[src/rtl/vpu_pkg.sv]
// VPU shared constants and types.
// Used by the write-back buffer and its FIFO.
package vpu_pkg;

  localparam int VPU_OPERAND_WIDTH = 8;
  localparam int VPU_VLANE_CNT     = 16;
  localparam int VPU_DATA_W        = VPU_OPERAND_WIDTH * VPU_VLANE_CNT;
  localparam int VPU_ADDR_WIDTH    = 16;
  localparam int VPU_CNT_WIDTH     = 8;
  localparam int VPU_FIFO_DEPTH    = 4;

  typedef enum logic [1:0] {
    WB_IDLE,
    WB_RUN,
    WB_DONE
  } wb_state_t;

endpackage

[src/rtl/vpu_wb_fifo.sv]
// Result-beat FIFO for the VPU write-back buffer.
// Synchronous, flushed by rst_n; head is the oldest entry.
module vpu_wb_fifo #(
  parameter int DW    = 128,
  parameter int DEPTH = 4
) (
  input  logic          clk,
  input  logic          rst_n,
  input  logic          push_i,
  input  logic [DW-1:0] data_i,
  input  logic          pop_i,
  output logic          full_o,
  output logic          empty_o,
  output logic [DW-1:0] head_o
);

  localparam int PW = $clog2(DEPTH);

  logic [DW-1:0] mem_q [DEPTH];
  logic [PW-1:0] wr_ptr_q, wr_ptr_d;
  logic [PW-1:0] rd_ptr_q, rd_ptr_d;
  logic [PW:0]   cnt_q, cnt_d;
  logic          do_push, do_pop;

  assign full_o  = (cnt_q == (PW+1)'(DEPTH));
  assign empty_o = (cnt_q == '0);
  assign head_o  = mem_q[rd_ptr_q];

  // Next pointers and occupancy; push and pop together keep count
  always_comb begin
    do_push  = push_i && !full_o;
    do_pop   = pop_i && !empty_o;
    wr_ptr_d = wr_ptr_q;
    rd_ptr_d = rd_ptr_q;
    cnt_d    = cnt_q;
    if (do_push) wr_ptr_d = wr_ptr_q + 1'b1;
    if (do_pop)  rd_ptr_d = rd_ptr_q + 1'b1;
    unique case ({do_push, do_pop})
      2'b10:   cnt_d = cnt_q + 1'b1;
      2'b01:   cnt_d = cnt_q - 1'b1;
      default: cnt_d = cnt_q;
    endcase
  end

  // Pointer/count state, flushed on reset
  always_ff @(posedge clk) begin
    if (!rst_n) begin
      wr_ptr_q <= '0;
      rd_ptr_q <= '0;
      cnt_q    <= '0;
    end else begin
      wr_ptr_q <= wr_ptr_d;
      rd_ptr_q <= rd_ptr_d;
      cnt_q    <= cnt_d;
    end
  end

  // Storage needs no reset; entries are only read once written
  always_ff @(posedge clk) begin
    if (do_push) mem_q[wr_ptr_q] <= data_i;
  end

endmodule

[src/rtl/vpu_wb_buffer.sv]
// VPU write-back buffer: queues exec-unit result beats
// and commits them to SRAM at consecutive addresses.
module vpu_wb_buffer
  import vpu_pkg::*;
#(
  parameter int OPERAND_WIDTH = VPU_OPERAND_WIDTH,
  parameter int VLANE_CNT     = VPU_VLANE_CNT,
  parameter int ADDR_WIDTH    = VPU_ADDR_WIDTH,
  parameter int CNT_WIDTH     = VPU_CNT_WIDTH,
  parameter int FIFO_DEPTH    = VPU_FIFO_DEPTH
) (
  input  logic                               clk,
  input  logic                               rst_n,
  input  logic                               start_i,
  input  logic [ADDR_WIDTH-1:0]              dst_addr_i,
  input  logic [CNT_WIDTH-1:0]               len_i,
  input  logic                               wb_data_valid_i,
  input  logic [OPERAND_WIDTH*VLANE_CNT-1:0] wb_data_i,
  output logic                               wb_data_ready_o,
  output logic                               sram_wreq_o,
  output logic [ADDR_WIDTH-1:0]              sram_waddr_o,
  output logic [OPERAND_WIDTH*VLANE_CNT-1:0] sram_wdata_o,
  input  logic                               sram_wack_i,
  output logic                               busy_o,
  output logic                               done_o,
  output logic                               err_o
);

  localparam int DATA_W = OPERAND_WIDTH * VLANE_CNT;

  wb_state_t             state_q, state_d;
  logic [ADDR_WIDTH-1:0] base_q, base_d;
  logic [CNT_WIDTH-1:0]  len_q, len_d;
  logic [CNT_WIDTH-1:0]  acc_q, acc_d;
  logic [CNT_WIDTH-1:0]  wr_q, wr_d;
  logic                  err_q, err_d;

  logic              fifo_full, fifo_empty;
  logic [DATA_W-1:0] fifo_head;
  logic              push, pop;

  vpu_wb_fifo #(
    .DW    (DATA_W),
    .DEPTH (FIFO_DEPTH)
  ) u_fifo (
    .clk     (clk),
    .rst_n   (rst_n),
    .push_i  (push),
    .data_i  (wb_data_i),
    .pop_i   (pop),
    .full_o  (fifo_full),
    .empty_o (fifo_empty),
    .head_o  (fifo_head)
  );

  // Handshake decode: ready ignores same-cycle pop
  always_comb begin
    wb_data_ready_o = (state_q == WB_RUN) && !fifo_full
                      && (acc_q < len_q);
    push            = wb_data_valid_i && wb_data_ready_o;
    sram_wreq_o     = (state_q == WB_RUN) && !fifo_empty;
    pop             = sram_wreq_o && sram_wack_i;
    sram_waddr_o    = base_q + ADDR_WIDTH'(wr_q);
    sram_wdata_o    = sram_wreq_o ? fifo_head : '0;
    busy_o          = (state_q != WB_IDLE);
    done_o          = (state_q == WB_DONE);
    err_o           = err_q;
  end

  // Next-state: FSM, beat counters and sticky drop flag
  always_comb begin
    state_d = state_q;
    base_d  = base_q;
    len_d   = len_q;
    acc_d   = acc_q;
    wr_d    = wr_q;
    err_d   = err_q;
    unique case (state_q)
      WB_IDLE: begin
        if (start_i) begin
          base_d  = dst_addr_i;
          len_d   = len_i;
          acc_d   = '0;
          wr_d    = '0;
          err_d   = 1'b0;
          state_d = (len_i == '0) ? WB_DONE : WB_RUN;
        end
      end
      WB_RUN: begin
        if (push) acc_d = acc_q + 1'b1;
        if (pop) begin
          wr_d = wr_q + 1'b1;
          if (wr_q + 1'b1 == len_q) state_d = WB_DONE;
        end
      end
      WB_DONE: state_d = WB_IDLE;
      default: state_d = WB_IDLE;
    endcase
    if (wb_data_valid_i && !wb_data_ready_o) err_d = 1'b1;
  end

  // Control state with synchronous active-low reset
  always_ff @(posedge clk) begin
    if (!rst_n) begin
      state_q <= WB_IDLE;
      base_q  <= '0;
      len_q   <= '0;
      acc_q   <= '0;
      wr_q    <= '0;
      err_q   <= 1'b0;
    end else begin
      state_q <= state_d;
      base_q  <= base_d;
      len_q   <= len_d;
      acc_q   <= acc_d;
      wr_q    <= wr_d;
      err_q   <= err_d;
    end
  end

endmodule
[config.mk]
export PLATFORM = sky130hd
export DESIGN_NAME = vpu_wb_buffer
export DESIGN_NICKNAME = d
export VERILOG_FILES = /design/src/rtl/vpu_pkg.sv /design/src/rtl/vpu_wb_fifo.sv /design/src/rtl/vpu_wb_buffer.sv
export SDC_FILE = /design/constraint.sdc
export NUM_CORES = 1
export LEC_CHECK = 0
export BUFFER_PORTS_ARGS = -buffer_cell sky130_fd_sc_hd__buf_4
export CAP_MARGIN = 20
export CORE_ASPECT_RATIO = 0.9
export CORE_MARGIN = 2
export CORE_UTILIZATION = 52
export DETAILED_ROUTE_END_ITERATION = 8
export HOLD_SLACK_MARGIN = 0.02
export PLACE_DENSITY = 0.82
export SLEW_MARGIN = 20
export SYNTH_ARGS = -nofsm -noshare
export SYNTH_HDL_FRONTEND = slang
export SYNTH_SLANG_ARGS = --single-unit
[constraint.sdc]
create_clock -name clk -period 4.6 [get_ports clk]
set_input_delay 0.92 -clock clk [delete_from_list [all_inputs] [get_ports clk]]
set_output_delay 0.92 -clock clk [all_outputs]
set_load 0.03 [all_outputs]
# ---- Word-level counts from Yosys, hierarchy flattened
# Memory sizes are Yosys's and may differ from the RTL's. A register that Yosys moved wholly into a read port is not among the register bits.
# Cells that the tools add are included.
dict set report word_totals {
  reg_bits 50
  ramBits 512
  inputBits 157
  out_inout_bits 149
  n_memories 1
}
# memory words width read_ports rd_ports_with_merged_regs wr line
set mem_list {}
lappend mem_list {u_fifo.mem_q 4 128 1 1 1 vpu_wb_fifo.sv:19} ;# logic [DW-1:0] mem_q [DEPTH];
dict set report op_classes {
  addsub 7
  n_lt_le_gt_ge 1
  eq_ne 10
  muxes 19
  reduce_logical 24
}
# op n
set ops {}
lappend ops {{2-to-1 mux 128 bit} 1}
lappend ops {{case mux 8 bit (2 select lines)} 2}
lappend ops {{2-to-1 mux 8 bit} 3}
lappend ops {{adder 16 x 8 -> 16 bit} 1}
lappend ops {{adder 8 x 1 -> 8 bit, second input constant} 2}
lappend ops {{2-to-1 mux 2 bit} 6}
lappend ops {{nonzero test 2 bit} 5}
lappend ops {{AND reduction 3 bit} 3}
lappend ops {{== test 8 bit} 1}
lappend ops {{logical AND 1 bit} 8}
lappend ops {{logical NOT 8 bit} 1}
lappend ops {{less-than comparator 8 bit} 1}
lappend ops {{!= test 2 x 1 -> 1 bit, second input constant} 3}
lappend ops {{case mux 3 bit (2 select lines)} 1}
lappend ops {{2-to-1 mux 1 bit} 5}
lappend ops {{adder 2 x 1 -> 2 bit, second input constant} 2}
lappend ops {{== test 2 x 1 -> 1 bit, second input constant} 2}
lappend ops {{== test 2 bit, second input constant} 2}
lappend ops {{case mux 2 bit (2 select lines)} 1}
lappend ops {{AND reduction 2 bit} 2}
lappend ops {{adder 3 x 1 -> 3 bit, second input constant} 1}
lappend ops {{== test 3 bit, second input constant} 1}
lappend ops {{logical NOT 1 bit} 3}
lappend ops {{logical NOT 3 bit} 1}
lappend ops {{other kinds (3)} 3}

# ---- Longest topological paths before layout
# Gate-level depths: netlist (run 1).
dict set report depth {
  depth_word 8
  depth_mapped 14
  depth_no_buf 13
}

# ---- Hierarchy
# A second synthesis (run 1) with hierarchy kept.
dict set report unflattened {
  cells_unflattened 1215
  area_unflattened_um2 22745.6
}
# module instances cells_each area_per_inst_um2 seq_area_each_um2
set by_module_without_submodules {}
lappend by_module_without_submodules {vpu_wb_fifo 1 722 19060.8 15554.9}
lappend by_module_without_submodules {vpu_wb_buffer 1 493 3684.8 860.8}

# ---- Least setup slack after synthesis (run 1)
# No wires, ideal clock.
dict set report synth_timing {
  path_kind {reg-to-reg}
  start {register len_q[6]}
  end {memory u_fifo.mem_q[0][0] (enable)}
  setup_time_ns 0.503
  arrival_ns 4.479
  required_ns 4.097
  setup_slack_ns -0.382
  path_stages_with_launch 8
  path_buffers 0
  synth_period_minus_slack_ns 4.982
  path_cell_list {dfxtp_1 > inv_1 > ha_1 > nand3_1 > nor2_1 > nand3b_2 > nor2_4 > and2_1}
}
dict set report synth_between {
  elab_chain_cells 6
}
# item line
set synth_rtl {}
lappend synth_rtl {{start: declaration} vpu_wb_buffer.sv:33} ;# logic [CNT_WIDTH-1:0] len_q, len_d;
lappend synth_rtl {{start signal: assignment} vpu_wb_buffer.sv:114} ;# len_q <= len_d;
lappend synth_rtl {{less-than comparator 8 bit} vpu_wb_buffer.sv:59} ;# && (acc_q < len_q);
lappend synth_rtl {{logical AND 1 bit} vpu_wb_buffer.sv:59}
lappend synth_rtl {{logical AND 1 bit} vpu_wb_buffer.sv:60} ;# push = wb_data_valid_i && wb_data_ready_o;
lappend synth_rtl {{logical AND 1 bit} vpu_wb_fifo.sv:31} ;# do_push = push_i && !full_o;
lappend synth_rtl {{2-to-1 mux 1 bit} vpu_wb_fifo.sv:60} ;# if (do_push) mem_q[wr_ptr_q] <= data_i;
lappend synth_rtl {{2-to-1 mux 1 bit (implied by the code)} vpu_wb_fifo.sv:60}
lappend synth_rtl {{end: declaration} vpu_wb_fifo.sv:19}
# Every way passes these cells.

# ---- Final worst setup path (run 1)
dict set report layout_timing {
  start {register wr_q[1]}
  end {output sram_waddr_o[15]}
}
dict set report layout_between {
  elab_chain_cells 1
}
# item line
set layout_rtl {}
lappend layout_rtl {{start: declaration} vpu_wb_buffer.sv:35} ;# logic [CNT_WIDTH-1:0] wr_q, wr_d;
lappend layout_rtl {{start signal: assignment} vpu_wb_buffer.sv:116} ;# wr_q <= wr_d;
lappend layout_rtl {{adder 16 x 8 -> 16 bit} vpu_wb_buffer.sv:63} ;# sram_waddr_o = base_q + ADDR_WIDTH'(wr_q);
lappend layout_rtl {{end: declaration} vpu_wb_buffer.sv:21} ;# output logic [ADDR_WIDTH-1:0] sram_waddr_o,
# Every way passes these cells.

==> qor.yml, run 1 <==
global_routing:
  grt_pass1_vias: 12100
  track_usage_pct: 20.9
  grt_overflow: 0
  grt_max_degree: 129
  grt_pass1_wl_mm: 71.3
  antenna_found_initial: 0
clock_tree:
  clock_latency_ps: 610
  hold_buffers: 0
  cts_buffers: 54
  clockRootBuffer: "clkbuf_16"
  post-cts-setup-buffers: 0
  numClockSinks: 564
  htreeDepth: 2
  clock_path_buffers: 3
  cts_resized: 0
  clk_pin_slew_ps: 60
  cts_tree: "done"
detailed_routing:
  post_drt_wl_per_cell_um: 22.0
  num_vias: 11800
  antenna_left: 0
  drc: 0
  routed_wl_mm: 46.5
  first_iter_violations: 971
  vias_per_cell: 5.59
  drt-pass1-iter-count: 5
power:
  power_uw: 10800
  peakVddDrop_mv: 0.325
  p_per_area_nw_per_um2: 398
  leakage_uw: 0.00938
sta:
  finClkSkew_ps: 20.6
  worst_slew_pin_slew_ps: 1030
  slew_viol_final: 0
  fmax_mhz: 256
  final_hold_viol_count: 0
  tns_ps: 0
  slew_headroom_pct: 31.4
  rsz0062_at_grt: "no"
  finalWorstSetupSlack_ps: 689
  setup_viol: 0
  min_period_over_period_pct: 85.0
  fin_crit_ps: 3910
flow_run:
  drv_cap: 0
yosys:
  syn_avg_cell_area_um2: 18.8
  synth_fp_nets: 1375
  ys.flop_type: "edfxtp_1"
  ys_seq_area_share_pct: 73.1
  synth_edf_count: 512
  synth-seq-cells: 564
  async_reset_ff_share_pct: 0
  syn_area_um2: 22400
  yosysWarnings: 0
  yosys.cell_types.count: 57
  synthCells: 1194
hold_path:
  hold_path.class: "reg -> reg"
  holdPathStages: 2
  min_to: "base_q[5]"
  hold_start: "base_q[5]"
placement:
  io_buffer_count: 305
  place.gp.congestion: 0.861
  dpl.hpwl_mm: 28.2
  dp_slack_ps: 1350
critical_path:
  cpMaxStageDelayCell: "a221oi_1"
  max_stage_delay_ps: 570
  startpoint_type: "register"
  r2r_end: "u_fifo.mem_q[0][62]"
  reg2reg_depth: 8
  critical_path_class: "reg -> out"
  r2r-start: "len_q[6]"
  end_kind: "output port"
  cp.arrival_ps: 2990
  path_max_fanout: 5
  cp.required_ps: 3680
  crit_chain: "ha_1 -> a21o_1 -> a21oi_1 -> o21ai_0 -> a221oi_1 -> nor3b_1 -> xor2_1 -> buf_4"
  rrSetupSlack_ps: 1380
floorplanning:
  die_h_um: 201
  rows: 72
  fp.dieW_um: 223
  pin_count: 306
  initial_core_util_pct: 52.5
  dieArea_um2: 44800
  coreArea_um2: 42800
outcome:
  status: "completed"
layout:
  diodes: 0
  fillerInstances: 2873
  drive_above_1_share_pct: 35.3
  syn_to_final_growth_pct: 21.2
  fin_nets: 1694
==> critical path: cells and delay by family, from the launching register on <==
family | cells | cell delay (ps)
AOI/OAI and AO/OA | 4 | 1200
adders and majority gates | 1 | 270
xor gates and xnor gates | 1 | 170
DFF | 1 | 410
and+or+nand+nor | 1 | 160
buffers and inverters | 1 | 180
==> cell usage in the layout, fill, tap and decap left out, types with 5 or more instances in the layout <==
master     count
clkbuf_16     55
xnor2_1       27
dfxtp_1       50
and2_1       136
nand2_1       65
nor2b_1        8
nor3_1         5
inv_1         22
clkinv_4       5
mux4_2       128
nand3_1        6
ha_1          22
edfxtp_1     512
clkbuf_1       7
nor2_1        23
buf_12        10
xor2_1         8
a21oi_1        7
buf_4        310
a21boi_0      32
bufinv_16      5
nand2b_1       6
o21ai_0       14
clkinv_2       9
clkinv_1      12
==> through the flow <==
stage	area, um^2	hold WS (ps)	util [%]	instances
2_1_floorplan	22500	448	-	1194
3_3_place_gp	25400	458	59.5	2012
3_5_place_dp	25400	465	59.5	2012
4_1_cts	27200	474	63.6	2112
5_1_grt	27200	484	63.6	2112
6_report	27200	473	63.6	2112
==> worst max path at each step <==
stage                          endpoint  cells after the start     start  slack, ps
finish                 sram_waddr_o[15]                      8   wr_q[1]        690
global route           sram_waddr_o[11]                      8   wr_q[1]        440
CTS                    sram_waddr_o[15]                      7   wr_q[2]        690
detailed placement  u_fifo.mem_q[0][50]                      8  len_q[6]       1350
global placement    u_fifo.mem_q[0][70]                      8  len_q[6]       1390
floorplan            u_fifo.mem_q[0][0]                      7  len_q[6]       1050
==> routing by layer <==
layer / global-route usage [%] / vias to the layer above / share of wire, %
li1: - / 5291 / -
met4: 5.32 / 0 / 1.9
met5: 0 / - / 0
met3: 4.69 / 53 / 6.8
met2: 34.5 / 399 / 50
met1: 28.7 / 6054 / 42
==> report_power, final <==
| part | switching, uW | internal (uW) | total (uW) | leakage, uW |
|---|---|---|---|---|
| combinational | 405 | 317 | 721 | 0.00349 |
| sequential | 43.3 | 5700 | 5740 | 0.00504 |
| clock | 1880 | 2480 | 4360 | 0.000852 |
| total | 2330 | 8500 | 10800 | 0.00938 |
==> registers in the layout, indices dropped and copies added (netlist names), named ones only <==
name             flops
err_o                1
u_fifo.wr_ptr_q      2
wr_q                 8
base_q              16
len_q                8
u_fifo.mem_q       512
u_fifo.rd_ptr_q      2
u_fifo.cnt_q         3
acc_q                8
state_q              2
==> kinds of logic (layout without fill, tap and decap cells) <==
kind of cell | after synthesis | count (layout) | share of synthesized area (%)
multiplexers | 128 | 128 | 12.8
AO/OA/AOI/OAI | 78 | 78 | 2.45
AND/OR/NAND/NOR | 285 | 285 | 7.30
XOR/XNOR | 35 | 35 | 1.37
adder cells (fa/ha/maj) | 24 | 24 | 1.40
flip-flops | 564 | 564 | 73.1
buffers and inverters | 80 | 443 | 1.50
==> cell usage after synthesis, types with 2 or more instances <==
cell,count,area [um^2]
a21boi_0,32,240
a21o_1,2,15.0
a21oi_1,7,35.0
a221oi_1,2,17.5
a31oi_1,3,18.8
and2_1,140,876
and3_1,4,25.0
buf_2,13,65.1
buf_6,2,22.5
clkbuf_1,40,150
dfxtp_1,52,1040
edfxtp_1,512,15400
fa_1,2,40.0
ha_1,22,275
inv_1,22,82.6
mux4_2,128,2880
nand2_1,65,244
nand2b_1,6,37.5
nand3_1,6,30.0
nand3b_1,2,15.0
nand4_1,2,12.5
nor2_1,23,86.3
nor2_4,2,22.5
nor2b_1,8,50.1
nor3_1,5,25.0
nor3b_1,4,30.0
nor4_1,2,12.5
nor4_2,3,37.5
nor4_4,2,42.5
o211ai_1,2,15.0
o21a_1,2,15.0
o21ai_0,14,70.1
o22ai_1,3,18.8
or3_1,4,25.0
xnor2_1,27,236
xor2_1,8,70.1
==> layout make-up <==
cell class / count / area [um^2] / share of cell area [%]
clock buffers: 62 / 1400 / 5.16
clock inverters: 38 / 352 / 1.29
inverters: 23 / 88.8 / 0.327
multi-input cells: 550 / 5710 / 21.0
flip-flops and latches: 564 / 16400 / 60.4
well taps: 555 / 694 / 2.55
repair buffers: 320 / 2530 / 9.29
No activity file was read; power rests on OpenSTA's default activity.
==> inputs of run 2 (changes only) <==
--- a/config.mk
+++ b/config.mk
@@ -9,10 +9,10 @@
 export CAP_MARGIN = 20
 export CORE_ASPECT_RATIO = 0.9
 export CORE_MARGIN = 2
-export CORE_UTILIZATION = 52
+export CORE_UTILIZATION = 57
 export DETAILED_ROUTE_END_ITERATION = 8
 export HOLD_SLACK_MARGIN = 0.02
-export PLACE_DENSITY = 0.82
+export PLACE_DENSITY = 0.85
 export SLEW_MARGIN = 20
 export SYNTH_ARGS = -nofsm -noshare
 export SYNTH_HDL_FRONTEND = slang
==> constraint.sdc (replaced) <==
create_clock -name clk -period 4.46 [get_ports clk]
set_input_delay 0.892 -clock clk [delete_from_list [all_inputs] [get_ports clk]]
set_output_delay 0.892 -clock clk [all_outputs]
set_load 0.03 [all_outputs]
==> qor.yml, run 2 (synthesis results as in run 1) <==
layout:
  fin_nets: 1694  # unchanged
  final_cell_mix: "edfxtp_1, buf_4, and2_1"
  drive_above_1_share_pct: 34.7  # -0.51 points
  largest-register: "u_fifo.mem_q"
  final_common_cell: "edfxtp_1"
  syn_to_final_growth_pct: 20.8
  reg_top3: "u_fifo.mem_q x512, base_q x16"
  largest_reg_flops: 512  # unchanged
detailed_routing:
  drt-pass1-iter-count: 7  # +2
  vias_per_cell: 5.71  # +2.2%
  routed_wl_mm: 46.9  # +0.71%
  num_vias: 11900  # +0.74%
  first_iter_violations: 873  # -10%
  post_drt_wl_per_cell_um: 22.5  # +2.2%
  drc: 0  # unchanged
  antenna_left: 0  # unchanged
power:
  seq_power_share_pct: 53.7  # +0.7 points
  switchingPower_uw: 2340  # +0.32%
  peakVddDrop_mv: 0.389  # +20%
  power.internal_uw: 8690  # +2.3%
  netSwitchingFraction_pct: 21.2  # -0.32 points
  leakage_uw: 0.00936  # -0.21%
  p_per_area_nw_per_um2: 407  # +2.2%
  pwr-share-comb_pct: 6.7  # about the same
  clkPwrFrac_pct: 39.6  # -0.7 points
sta:
  slew_headroom_pct: 33.1  # +1.7 points
  slew_viol_final: 0  # unchanged
  finClkSkew_ps: 19.4  # -1.17 ps
  hold-worst-slack_ps: 474  # +0.166 ps
  fmax_mhz: 263
  rsz0062_at_grt: "no"
  worst_slew_pin_slew_ps: 1000  # -24.9 ps
  fin_crit_ps: 3800
  finalWorstSetupSlack_ps: 657  # -32.0 ps
  final_hold_viol_count: 0  # unchanged
  setup_viol: 0  # unchanged
  tns_ps: 0  # unchanged
  min_period_over_period_pct: 85.3
placement:
  dpl.hpwl_mm: 27.9  # -0.80%
  dp_slack_ps: 1310  # -32.5 ps
  place.gp.congestion: 0.841  # -2.3%
  io_buffer_count: 305  # unchanged
critical_path:
  path_max_fanout: 6  # +1
  end_kind: "output port"
  max_stage_delay_ps: 550  # -20 ps
  crit_chain: "ha_1 -> o21ai_0 -> nand2b_1 -> and3_1 -> a221oi_1 -> nand2b_1 -> xnor2_1 -> buf_4"
  cp.arrival_ps: 2910  # -80 ps
  critical_path_class: "reg -> out"
  cpMostUsedCell: "nand2b_1"
  startpoint_type: "register"
  cpMaxStageDelayCell: "a221oi_1"
  path_buf_inv: 1  # unchanged
  cp.required_ps: 3570  # -110 ps
  cp_top_family: "compound AO/OA/AOI/OAI gates"
floorplanning:
  coreArea_um2: 38600  # -9.7%
  die_h_um: 192  # -4.4%
  fp.dieW_um: 213  # -4.4%
  dieArea_um2: 41000  # -8.6%
  rows: 68  # -5.6%
  initial_core_util_pct: 58.1  # +5.7 points
  pin_count: 306  # unchanged
outcome:
  status: "completed"
global_routing:
  grt_pass1_vias: 12300  # +1.8%
  grt_overflow: 0  # unchanged
  grt_max_degree: 129  # unchanged
  antenna_found_initial: 3  # +3
  grt_pass1_wl_mm: 70.3  # -1.5%
  track_usage_pct: 23.0  # +2.1 points
clock_tree:
  cts_tree: "done"
  clock_latency_ps: 590  # -20 ps
  hold_buffers: 0  # unchanged
  clockRootBuffer: "clkbuf_16"
  htreeDepth: 2  # unchanged
  cts_resized: 0  # unchanged
  clk_pin_slew_ps: 60  # about the same
  cts_buffers: 53  # -1.9%
  numClockSinks: 564  # unchanged
  clock_path_buffers: 3  # unchanged
  post-cts-setup-buffers: 0  # unchanged
hold_path:
  hold_path.class: "reg -> reg"
flow_run:
  drv_cap: 0  # unchanged
run 2: final cells by class:
| cell class | instances | area, um^2 |
|---|---|---|
| diodes | 3 | 7.51 |
| clock buffers | 67 | 1420 |
| well taps | 525 | 657 |
| multi-input cells | 550 | 5710 |
| fillers | 2358 | 11500 |
| clock inverters | 29 | 262 |
| repair buffers | 321 | 2550 |
| inverters | 23 | 88.8 |
| flip-flops and latches | 564 | 16400 |
run 2: tightest hold or removal path, stage by stage (launching register included):
cell and delay, ps:
dfxtp_1 320, nand2_1 50, a21boi_0 60
run 2: path summary, 6_finish.rpt:
path | slack, ps | start | to | cells past startpoint
setup reg to reg | 1340 | len_q[6] | u_fifo.mem_q[2][3] | 8
setup / recovery | 660 | wr_q[4] | sram_waddr_o[13] | 8
hold reg to reg | 470 | base_q[6] | base_q[6] | 2
hold / removal | 470 | base_q[6] | base_q[6] | 2
run 2: metal layers:
layer	wire length [um]	GRT usage (%)	up-vias	share of wire, %
li1	-	-	5294	-
met1	18300	29.3	6088	39
met2	23500	38.7	402	50
met3	3430	5.48	100	7.3
met4	1640	9.16	0	3.5
met5	0	0	-	0
run 2: stage by stage:
| stage | cells | area [um^2] | total power (uW) | util [%] |
|---|---|---|---|---|
| final | 2082 | 27100 | 11000 | 70.2 |
| after global routing | 2082 | 27100 | 11400 | 70.2 |
| after global placement | 1983 | 25400 | 6740 | 65.8 |
| after detailed placement | 1983 | 25400 | 6780 | 65.8 |
| after CTS | 2079 | 27100 | 11100 | 70.2 |
| after floorplan | 1194 | 22500 | 6440 | - |
run 2: power groups by stage:
stage	combinational, uW	sequential (uW)	clock [uW]
6_report	741	5920	4360
3_5_place_dp	742	6030	0
5_1_grt	797	5930	4630
3_3_place_gp	720	6020	0
2_1_floorplan	417	6020	0
4_1_cts	748	5920	4440
